[src/rtl/sha256_pkg.sv]
// Shared types and constants for the SHA-256 compression controller and datapath.
// Holds the FSM state encoding, schedule boundary and the initial hash value.
package sha256_pkg;

    typedef enum logic [2:0] {
        ST_IDLE  = 3'd0,
        ST_INIT  = 3'd1,
        ST_ROUND = 3'd2,
        ST_FINAL = 3'd3,
        ST_DONE  = 3'd4
    } state_t;

    localparam int ROUNDS_DEFAULT = 64;
    localparam int SCHED_DIRECT   = 16;

    // Element [7] is H0, element [0] is H7.
    localparam logic [7:0][31:0] SHA256_IV = {
        32'h6a09e667, 32'hbb67ae85, 32'h3c6ef372, 32'ha54ff53a,
        32'h510e527f, 32'h9b05688c, 32'h1f83d9ab, 32'h5be0cd19
    };

    function automatic logic is_busy_state(input state_t s);
        return (s == ST_INIT) || (s == ST_ROUND) || (s == ST_FINAL);
    endfunction

endpackage

[src/rtl/sha256_compress_ctrl_if.sv]
// Control bundle between the block producer/consumer and the compression controller.
// The slave modport is the controller side.
interface sha256_compress_ctrl_if #(
    parameter int IDX_W = 6
);
    logic             start;
    logic             first_block;
    logic             abort;
    logic             out_ready;
    logic             start_ready;
    logic             load_iv;
    logic             load_work;
    logic             round_en;
    logic [IDX_W-1:0] round_idx;
    logic             w_expand;
    logic             add_en;
    logic             out_valid;
    logic             busy;

    modport master (
        output start, first_block, abort, out_ready,
        input  start_ready, load_iv, load_work, round_en, round_idx,
               w_expand, add_en, out_valid, busy
    );

    modport slave (
        input  start, first_block, abort, out_ready,
        output start_ready, load_iv, load_work, round_en, round_idx,
               w_expand, add_en, out_valid, busy
    );
endinterface

[src/rtl/sha256_round_counter.sv]
// Round counter for the compression core: clear, enable, terminal flag at ROUNDS-1.
// Saturates at the terminal count; the next value is exported so outputs can be registered.
module sha256_round_counter #(
    parameter int ROUNDS = 64,
    parameter int IDX_W  = $clog2(ROUNDS)
) (
    input  logic             clk,
    input  logic             rst,
    input  logic             clr_s,
    input  logic             en_s,
    output logic [IDX_W-1:0] count_r,
    output logic [IDX_W-1:0] count_nxt_s,
    output logic             terminal_s
);
    localparam logic [IDX_W-1:0] LAST_IDX = IDX_W'(ROUNDS - 1);

    assign terminal_s = (count_r == LAST_IDX);

    // Next count: clear dominates, increment only below the terminal count.
    always_comb begin
        count_nxt_s = count_r;
        if (clr_s) begin
            count_nxt_s = {IDX_W{1'b0}};
        end else if (en_s && !terminal_s) begin
            count_nxt_s = count_r + {{(IDX_W-1){1'b0}}, 1'b1};
        end else begin
            count_nxt_s = count_r;
        end
    end

    // Counter register.
    always_ff @(posedge clk or posedge rst) begin
        if (rst) begin
            count_r <= {IDX_W{1'b0}};
        end else begin
            count_r <= count_nxt_s;
        end
    end
endmodule

[src/rtl/sha256_compress_ctrl.sv]
// Sequencing controller for the SHA-256 compression datapath: INIT, ROUNDS rounds,
// FINAL accumulate, then a held result-valid. Outputs are registered from the next state.
module sha256_compress_ctrl
    import sha256_pkg::*;
#(
    parameter int ROUNDS = ROUNDS_DEFAULT,
    parameter int IDX_W  = $clog2(ROUNDS)
) (
    input  logic                   clk,
    input  logic                   rst,
    sha256_compress_ctrl_if.slave  bus
);
    state_t           state_r;
    state_t           state_nxt_s;
    logic             accept_s;
    logic             fb_r;
    logic             fb_nxt_s;
    logic             cnt_clr_s;
    logic             cnt_en_s;
    logic [IDX_W-1:0] count_r;
    logic [IDX_W-1:0] count_nxt_s;
    logic             terminal_s;

    logic             start_ready_r;
    logic             load_iv_r;
    logic             load_work_r;
    logic             round_en_r;
    logic [IDX_W-1:0] round_idx_r;
    logic             w_expand_r;
    logic             add_en_r;
    logic             out_valid_r;
    logic             busy_r;

    sha256_round_counter #(
        .ROUNDS (ROUNDS),
        .IDX_W  (IDX_W)
    ) u_round_counter (
        .clk         (clk),
        .rst         (rst),
        .clr_s       (cnt_clr_s),
        .en_s        (cnt_en_s),
        .count_r     (count_r),
        .count_nxt_s (count_nxt_s),
        .terminal_s  (terminal_s)
    );

    // Next-state, start acceptance, first_block latch and counter control.
    always_comb begin
        state_nxt_s = state_r;
        accept_s    = 1'b0;
        if (bus.abort) begin
            state_nxt_s = ST_IDLE;
        end else begin
            case (state_r)
                ST_IDLE: begin
                    if (bus.start) begin
                        state_nxt_s = ST_INIT;
                        accept_s    = 1'b1;
                    end else begin
                        state_nxt_s = ST_IDLE;
                    end
                end
                ST_INIT:  state_nxt_s = ST_ROUND;
                ST_ROUND: begin
                    if (terminal_s) begin
                        state_nxt_s = ST_FINAL;
                    end else begin
                        state_nxt_s = ST_ROUND;
                    end
                end
                ST_FINAL: state_nxt_s = ST_DONE;
                ST_DONE: begin
                    if (bus.out_ready) begin
                        state_nxt_s = ST_IDLE;
                    end else begin
                        state_nxt_s = ST_DONE;
                    end
                end
                default:  state_nxt_s = ST_IDLE;
            endcase
        end

        if (accept_s) begin
            fb_nxt_s = bus.first_block;
        end else begin
            fb_nxt_s = fb_r;
        end

        // The count is held at zero everywhere except while rounds are running.
        cnt_clr_s = (state_nxt_s != ST_ROUND);
        cnt_en_s  = (state_r == ST_ROUND) && (state_nxt_s == ST_ROUND);
    end

    // State, latch and registered Moore outputs decoded from the next state.
    always_ff @(posedge clk or posedge rst) begin
        if (rst) begin
            state_r       <= ST_IDLE;
            fb_r          <= 1'b0;
            start_ready_r <= 1'b1;
            load_iv_r     <= 1'b0;
            load_work_r   <= 1'b0;
            round_en_r    <= 1'b0;
            round_idx_r   <= {IDX_W{1'b0}};
            w_expand_r    <= 1'b0;
            add_en_r      <= 1'b0;
            out_valid_r   <= 1'b0;
            busy_r        <= 1'b0;
        end else begin
            state_r       <= state_nxt_s;
            fb_r          <= fb_nxt_s;
            start_ready_r <= (state_nxt_s == ST_IDLE);
            load_iv_r     <= (state_nxt_s == ST_INIT) && fb_nxt_s;
            load_work_r   <= (state_nxt_s == ST_INIT);
            round_en_r    <= (state_nxt_s == ST_ROUND);
            round_idx_r   <= (state_nxt_s == ST_ROUND) ? count_nxt_s : {IDX_W{1'b0}};
            w_expand_r    <= (state_nxt_s == ST_ROUND) &&
                             (count_nxt_s >= IDX_W'(SCHED_DIRECT));
            add_en_r      <= (state_nxt_s == ST_FINAL);
            out_valid_r   <= (state_nxt_s == ST_DONE);
            busy_r        <= is_busy_state(state_nxt_s);
        end
    end

    assign bus.start_ready = start_ready_r;
    assign bus.load_iv     = load_iv_r;
    assign bus.load_work   = load_work_r;
    assign bus.round_en    = round_en_r;
    assign bus.round_idx   = round_idx_r;
    assign bus.w_expand    = w_expand_r;
    assign bus.add_en      = add_en_r;
    assign bus.out_valid   = out_valid_r;
    assign bus.busy        = busy_r;
endmodule

[src/flat_wrapper.sv]
// flat-port wrapper written by rule: the top's interface ports become plain ports
module sha256_compress_ctrl_flat import sha256_pkg::*;
#(
    parameter int ROUNDS = ROUNDS_DEFAULT,
    parameter int IDX_W  = $clog2(ROUNDS)
)
  (clk, rst, bus_start, bus_first_block, bus_abort, bus_out_ready, bus_start_ready, bus_load_iv, bus_load_work, bus_round_en, bus_round_idx, bus_w_expand, bus_add_en, bus_out_valid, bus_busy);
  sha256_compress_ctrl_if #(.IDX_W(IDX_W)) bus_i ();
  input  logic clk;
  input  logic rst;
  input wire logic [$bits(bus_i.start)-1:0] bus_start;
  input wire logic [$bits(bus_i.first_block)-1:0] bus_first_block;
  input wire logic [$bits(bus_i.abort)-1:0] bus_abort;
  input wire logic [$bits(bus_i.out_ready)-1:0] bus_out_ready;
  output wire logic [$bits(bus_i.start_ready)-1:0] bus_start_ready;
  output wire logic [$bits(bus_i.load_iv)-1:0] bus_load_iv;
  output wire logic [$bits(bus_i.load_work)-1:0] bus_load_work;
  output wire logic [$bits(bus_i.round_en)-1:0] bus_round_en;
  output wire logic [$bits(bus_i.round_idx)-1:0] bus_round_idx;
  output wire logic [$bits(bus_i.w_expand)-1:0] bus_w_expand;
  output wire logic [$bits(bus_i.add_en)-1:0] bus_add_en;
  output wire logic [$bits(bus_i.out_valid)-1:0] bus_out_valid;
  output wire logic [$bits(bus_i.busy)-1:0] bus_busy;
  assign bus_i.start = bus_start;
  assign bus_i.first_block = bus_first_block;
  assign bus_i.abort = bus_abort;
  assign bus_i.out_ready = bus_out_ready;
  assign bus_start_ready = bus_i.start_ready;
  assign bus_load_iv = bus_i.load_iv;
  assign bus_load_work = bus_i.load_work;
  assign bus_round_en = bus_i.round_en;
  assign bus_round_idx = bus_i.round_idx;
  assign bus_w_expand = bus_i.w_expand;
  assign bus_add_en = bus_i.add_en;
  assign bus_out_valid = bus_i.out_valid;
  assign bus_busy = bus_i.busy;
  sha256_compress_ctrl #(.ROUNDS(ROUNDS), .IDX_W(IDX_W)) u_core (.clk(clk), .rst(rst), .bus(bus_i));
endmodule
[config.mk]
export PLATFORM = sky130hd
export DESIGN_NAME = sha256_compress_ctrl_flat
export DESIGN_NICKNAME = d
export VERILOG_FILES = /design/src/rtl/sha256_pkg.sv /design/src/rtl/sha256_compress_ctrl_if.sv /design/src/rtl/sha256_round_counter.sv /design/src/rtl/sha256_compress_ctrl.sv /design/src/flat_wrapper.sv
export SDC_FILE = /design/constraint.sdc
export NUM_CORES = 1
export LEC_CHECK = 0
export ABC_AREA = 1
export ABC_CLOCK_PERIOD_IN_PS = 3400
export CORE_ASPECT_RATIO = 1.2
export CORE_UTILIZATION = 54
export CTS_CLUSTER_DIAMETER = 40
export CTS_CLUSTER_SIZE = 24
export DETAILED_ROUTE_END_ITERATION = 8
export HOLD_SLACK_MARGIN = 0.06
export PLACE_DENSITY = 0.85
export REMOVE_ABC_BUFFERS = 1
export SLEW_MARGIN = 10
export SYNTH_ARGS = -nofsm -noshare
export SYNTH_HDL_FRONTEND = slang
export SYNTH_HIERARCHICAL = 1
export SYNTH_SLANG_ARGS = --single-unit
[constraint.sdc]
create_clock -name clk -period 3.4 [get_ports clk]
set_input_delay 0.68 -clock clk [delete_from_list [all_inputs] [get_ports clk]]
set_output_delay 0.68 -clock clk [all_outputs]
set_load 0.005 [all_outputs]
# After elaboration in Yosys (flattened, before gate mapping)
# Cells that the tools add are included.
# totals
out_inout_bits	14
ff_bits	24
input_bits	6
# classes
n_eq_ne	10
addsub	1
reduce_logical	9
magnitude_cmp	1
muxes	12
# op_table
operator	count
two-way mux 6 bit	3
one-hot mux 3 bit (5 select lines)	1
== test 3 x 2 -> 1 bit (second input constant)	4
adder 6 x 1 -> 6 bit (second input constant)	1
== test 3 x 1 -> 1 bit (second input constant)	2
== test 3 bit (second input constant)	2
== test 6 bit (second input constant)	1
greater-or-equal comparator 6 x 5 -> 1 bit (second input constant)	1
zero test 3 bit	2
two-way mux 1 bit	6
two-way mux 3 bit	2
logical AND 1 bit	4
inequality test 3 x 2 -> 1 bit (second input constant)	1
logical OR 1 bit	2
zero test 1 bit	1

# Longest topological paths before layout
# depth
ltp_word	11
depth_mapped	14
ltp_nobuf	14

# Hierarchy
# Netlist, hierarchy kept.
# by_module_without_submodules
module	instances	area_per_inst_um2	cells_per_inst
sha256_compress_ctrl	1	649.4	67
sha256_round_counter	1	382.9	51

# Least setup slack after synthesis
# Ideal clock, no wire load.
# synth_path
kind	register -> register
start	reg u_core.u_round_counter.count_r[0]
end	reg u_core.round_idx_r[3] (netlist: u_core/bus.round_idx[3])
slack_ns	1.225
period_less_slack_ns	2.175
arrival_time_ns	2.100
setup_time_ns	0.075
t_required_ns	3.325
path_buffers	0
stages_incl_launch_ff	14
cell_sequence	dfrtp_1 > ha_1 > nand2_2 > nor2_4 > nand2_4 > inv_1 > nand3_1 > nand4_4 > nor2_1 > a21boi_2 > nand2_1 > a21oi_2 > inv_1 > nor2_1
# synth_lines
element	line_no	text
start: declaration	sha256_round_counter.sv:11	output logic [IDX_W-1:0] count_r,
start signal: assignment	sha256_round_counter.sv:34	count_r <= {IDX_W{1'b0}};
start signal: assignment	sha256_round_counter.sv:36	count_r <= count_nxt_s;
== test 6 bit	sha256_round_counter.sv:17	assign terminal_s = (count_r == LAST_IDX);
via u_core.terminal_s	sha256_compress_ctrl.sv:22	logic terminal_s;
two-way mux 1 bit	sha256_compress_ctrl.sv:65	if (terminal_s) begin
one-hot mux 3 bit (5 select lines)	sha256_compress_ctrl.sv:54	case (state_r)
two-way mux 3 bit	sha256_compress_ctrl.sv:51	if (bus.abort) begin
inequality test 3 x 2 -> 1 bit	sha256_compress_ctrl.sv:90	cnt_clr_s = (state_nxt_s != ST_ROUND);
via u_core.cnt_clr_s	sha256_compress_ctrl.sv:18	logic cnt_clr_s;
two-way mux 6 bit	sha256_round_counter.sv:22	if (clr_s) begin
via u_core.count_nxt_s[3]	sha256_compress_ctrl.sv:21	logic [IDX_W-1:0] count_nxt_s;
two-way mux 6 bit	sha256_compress_ctrl.sv:115	round_idx_r <= (state_nxt_s == ST_ROUND) ? count_nxt_s : {IDX_W{1'b0}};
end signal: assignment	sha256_compress_ctrl.sv:103	round_idx_r <= {IDX_W{1'b0}};
end signal: assignment	sha256_compress_ctrl.sv:115	
end: declaration	sha256_compress_ctrl.sv:28	logic [IDX_W-1:0] round_idx_r;
# The timed path passes the listed nets, and every way through them passes these cells.

# Final worst setup path
# Same ends and word-level chain as after synthesis.

==> reports/metrics.csv <==
metric,value,unit
utilization,0.747,
cts_tree,built,
start_util,0.607,
path_class,flip-flop to flip-flop,
netlist_instances,118,
cts_sinks,23,
gp_congestion,0.828,
crit_path_end,u_core/bus.round_idx[3],
status,"finished, final reports clean",
slew_headroom,0.561,
setup_viol,0,
design.core.area,0.00170,mm^2
peakVddDrop,258,uV
grt_usage,0.214,
startpoint,u_core/u_round_counter/count_r[0],
routed_wl,1850,um
worst_pin_slew,0.658,ns
row_count,16,
wl_per_cell,11.6,um
setup.worst_path.start_class,flip-flop,
power,0.453,mW
cts_max_path_buffers,2,
pin_count,20,
worstPathMaxFanout,12,
drive_above_1_share,0.106,
netlist-cell-type-count,18,
worst_slack,0.923,ns
finish.instance_area,0.00127,mm^2
place_inst,155,
required,3.63,ns
synth-seq-cells,23,
yosys_warnings,6,
grt_max_degree,18,
r2r-start,u_core/u_round_counter/count_r[0],
post_cts_buffers,0,
grt_overflow,0,
multiInputGateArea,358,um^2
cp.arrival,2.71,ns
area_delta_synth_final,23.2,%
drt-pass1-iter-count,4,
ctsHtreeMaxLevel,1,
critical_path.endpoint_type,flip-flop,
dp_slack,0.710,ns
setup_tns,0,ns
postPlaceCellArea,0.00124,mm^2
path_clk_slew,0.11,ns
num_antenna_cells,0,
postRouteAntennaNets,0,
fmax,404,MHz
ff2ff_path_depth,13,
drv_cap,0,
slew_viol_final,0,
fin_nets,149,
fillCellCount,119,
drtIter0Drc,14,
rsz0062_at_grt,no,
cts_hold_buf,0,
route.detailed.drc,0,
fp.dieW,41.9,um
synth_area,0.00103,mm^2
grt_antenna_before_repair,0,
grt_pass1_wl,3370,um
clk_latency,0.30,ns
avgSynthCellArea,8.75,um^2
finalNonFillerCells,159,
io_buffer_count,19,
die_area,0.00209,mm^2
die_h,49.9,um
finalHoldViolations,0,
fin_crit_sh,0.729,
r2r_end,u_core/bus.round_idx[3],
grt_pass1_vias,806,
hp-class,input port to async pin,
ys_seq_area_frac,0.559,
seqCellArea,577,um^2
dpl.hpwl,1460,um
num_vias,773,
whs,0.620,ns
p_leak,0.656,nW
fin_crit,2.48,ns
cts_resized,0,
vias_per_cell,4.86,
power.density,356,mW/mm^2
clock_skew,0.00193,ns
cts-root-buf,clkbuf_4,
reg2reg_slack,0.92,ns
cts_made_buffers,3,
==> power by group <==
group | total, mW | switching (mW) | internal, mW | leakage [nW]
clock | 0.118 | 0.0726 | 0.0457 | 0.0150
sequential | 0.287 | 0.00500 | 0.282 | 0.314
combinational | 0.0478 | 0.0262 | 0.0216 | 0.327
==> kinds of logic (layout without fill, tap and decap cells) <==
group           after synthesis  count (layout)  synth area share
simple gates                 63              63             0.297
xor+xnor                      1               1           0.00849
fa+ha+maj                     1               1            0.0121
compound gates                4               4            0.0291
buf+inv                      26              49            0.0945
flops                        23              23             0.559
==> registers in the layout, indices dropped and copies added (netlist names) <==
signal / cells
u_core/bus.add_en: 1
u_core/bus.busy: 1
u_core/bus.load_iv: 1
u_core/bus.load_work: 1
u_core/bus.out_valid: 1
u_core/bus.round_en: 1
u_core/bus.round_idx: 6
u_core/bus.start_ready: 1
u_core/bus.w_expand: 1
u_core/state_r: 3
u_core/u_round_counter/count_r: 6
==> synth_stat cells <==
| cell type | instances | area [um^2] |
|---|---|---|
| a21boi_2 | 1 | 11.3 |
| a21oi_1 | 1 | 5.00 |
| a21oi_2 | 1 | 8.76 |
| dfrtp_1 | 22 | 551 |
| dfstp_2 | 1 | 26.3 |
| ha_1 | 1 | 12.5 |
| inv_1 | 25 | 93.8 |
| inv_2 | 1 | 3.75 |
| nand2_1 | 22 | 82.6 |
| nand2_2 | 3 | 18.8 |
| nand2_4 | 2 | 22.5 |
| nand3_1 | 8 | 40.0 |
| nand4_1 | 2 | 12.5 |
| nand4_4 | 1 | 21.3 |
| nor2_1 | 23 | 86.3 |
| nor2_4 | 2 | 22.5 |
| o21ai_0 | 1 | 5.00 |
| xor2_1 | 1 | 8.76 |
==> layout make-up <==
class,count,area share
repair buffers,19,0.150
inverters,26,0.0768
flip-flops and latches,23,0.454
well taps,18,0.0177
multi-input cells,69,0.281
clock buffers,4,0.0207
==> cells in the final DEF (no fill, tap or decap), drive strengths merged <==
cell and instances:
nand2 27, inv 26, nor2 25, dfrtp 22
clkdlybuf4s50 19, nand3 8, clkbuf 4, nand4 3
a21oi 2, dfstp 1, a21boi 1, xor2 1
o21ai 1, ha 1
==> worst max-delay path, cell delays in order, from the launching register on <==
cell and delay (ns):
dfrtp_1 0.44, ha_1 0.25, nand2_2 0.09, nor2_4 0.05, nand2_4 0.08, inv_1 0.05, nand3_1 0.14, nand4_4 0.21
nor2_1 0.42, a21boi_2 0.30, nand2_1 0.09, a21oi_2 0.15, inv_1 0.05, nor2_1 0.09
==> how the worst min path moves through the flow <==
stage / to / cells after the start / slack [ns]
finish: u_core/u_round_counter/count_r[1] / 2 / 0.62
global route: u_core/u_round_counter/count_r[1] / 2 / 0.64
CTS: u_core/u_round_counter/count_r[4] / 2 / 0.62
detailed placement: u_core/u_round_counter/count_r[3] / 2 / 0.61
global placement: u_core/u_round_counter/count_r[0] / 3 / 0.59
floorplan: u_core/u_round_counter/count_r[0] / 1 / 0.47
==> metal layers <==
| layer | routed length [um] | vias up | track usage | share of wire |
|---|---|---|---|---|
| li1 | - | 395 | - | - |
| met1 | 765 | 367 | 0.232 | 0.41 |
| met2 | 1030 | 9 | 0.417 | 0.56 |
| met3 | 44 | 2 | 0.0220 | 0.024 |
| met4 | 8 | 0 | 0.0806 | 0.0043 |
| met5 | 0 | - | 0 | 0 |
No activity file was read; power rests on OpenSTA's default activity.
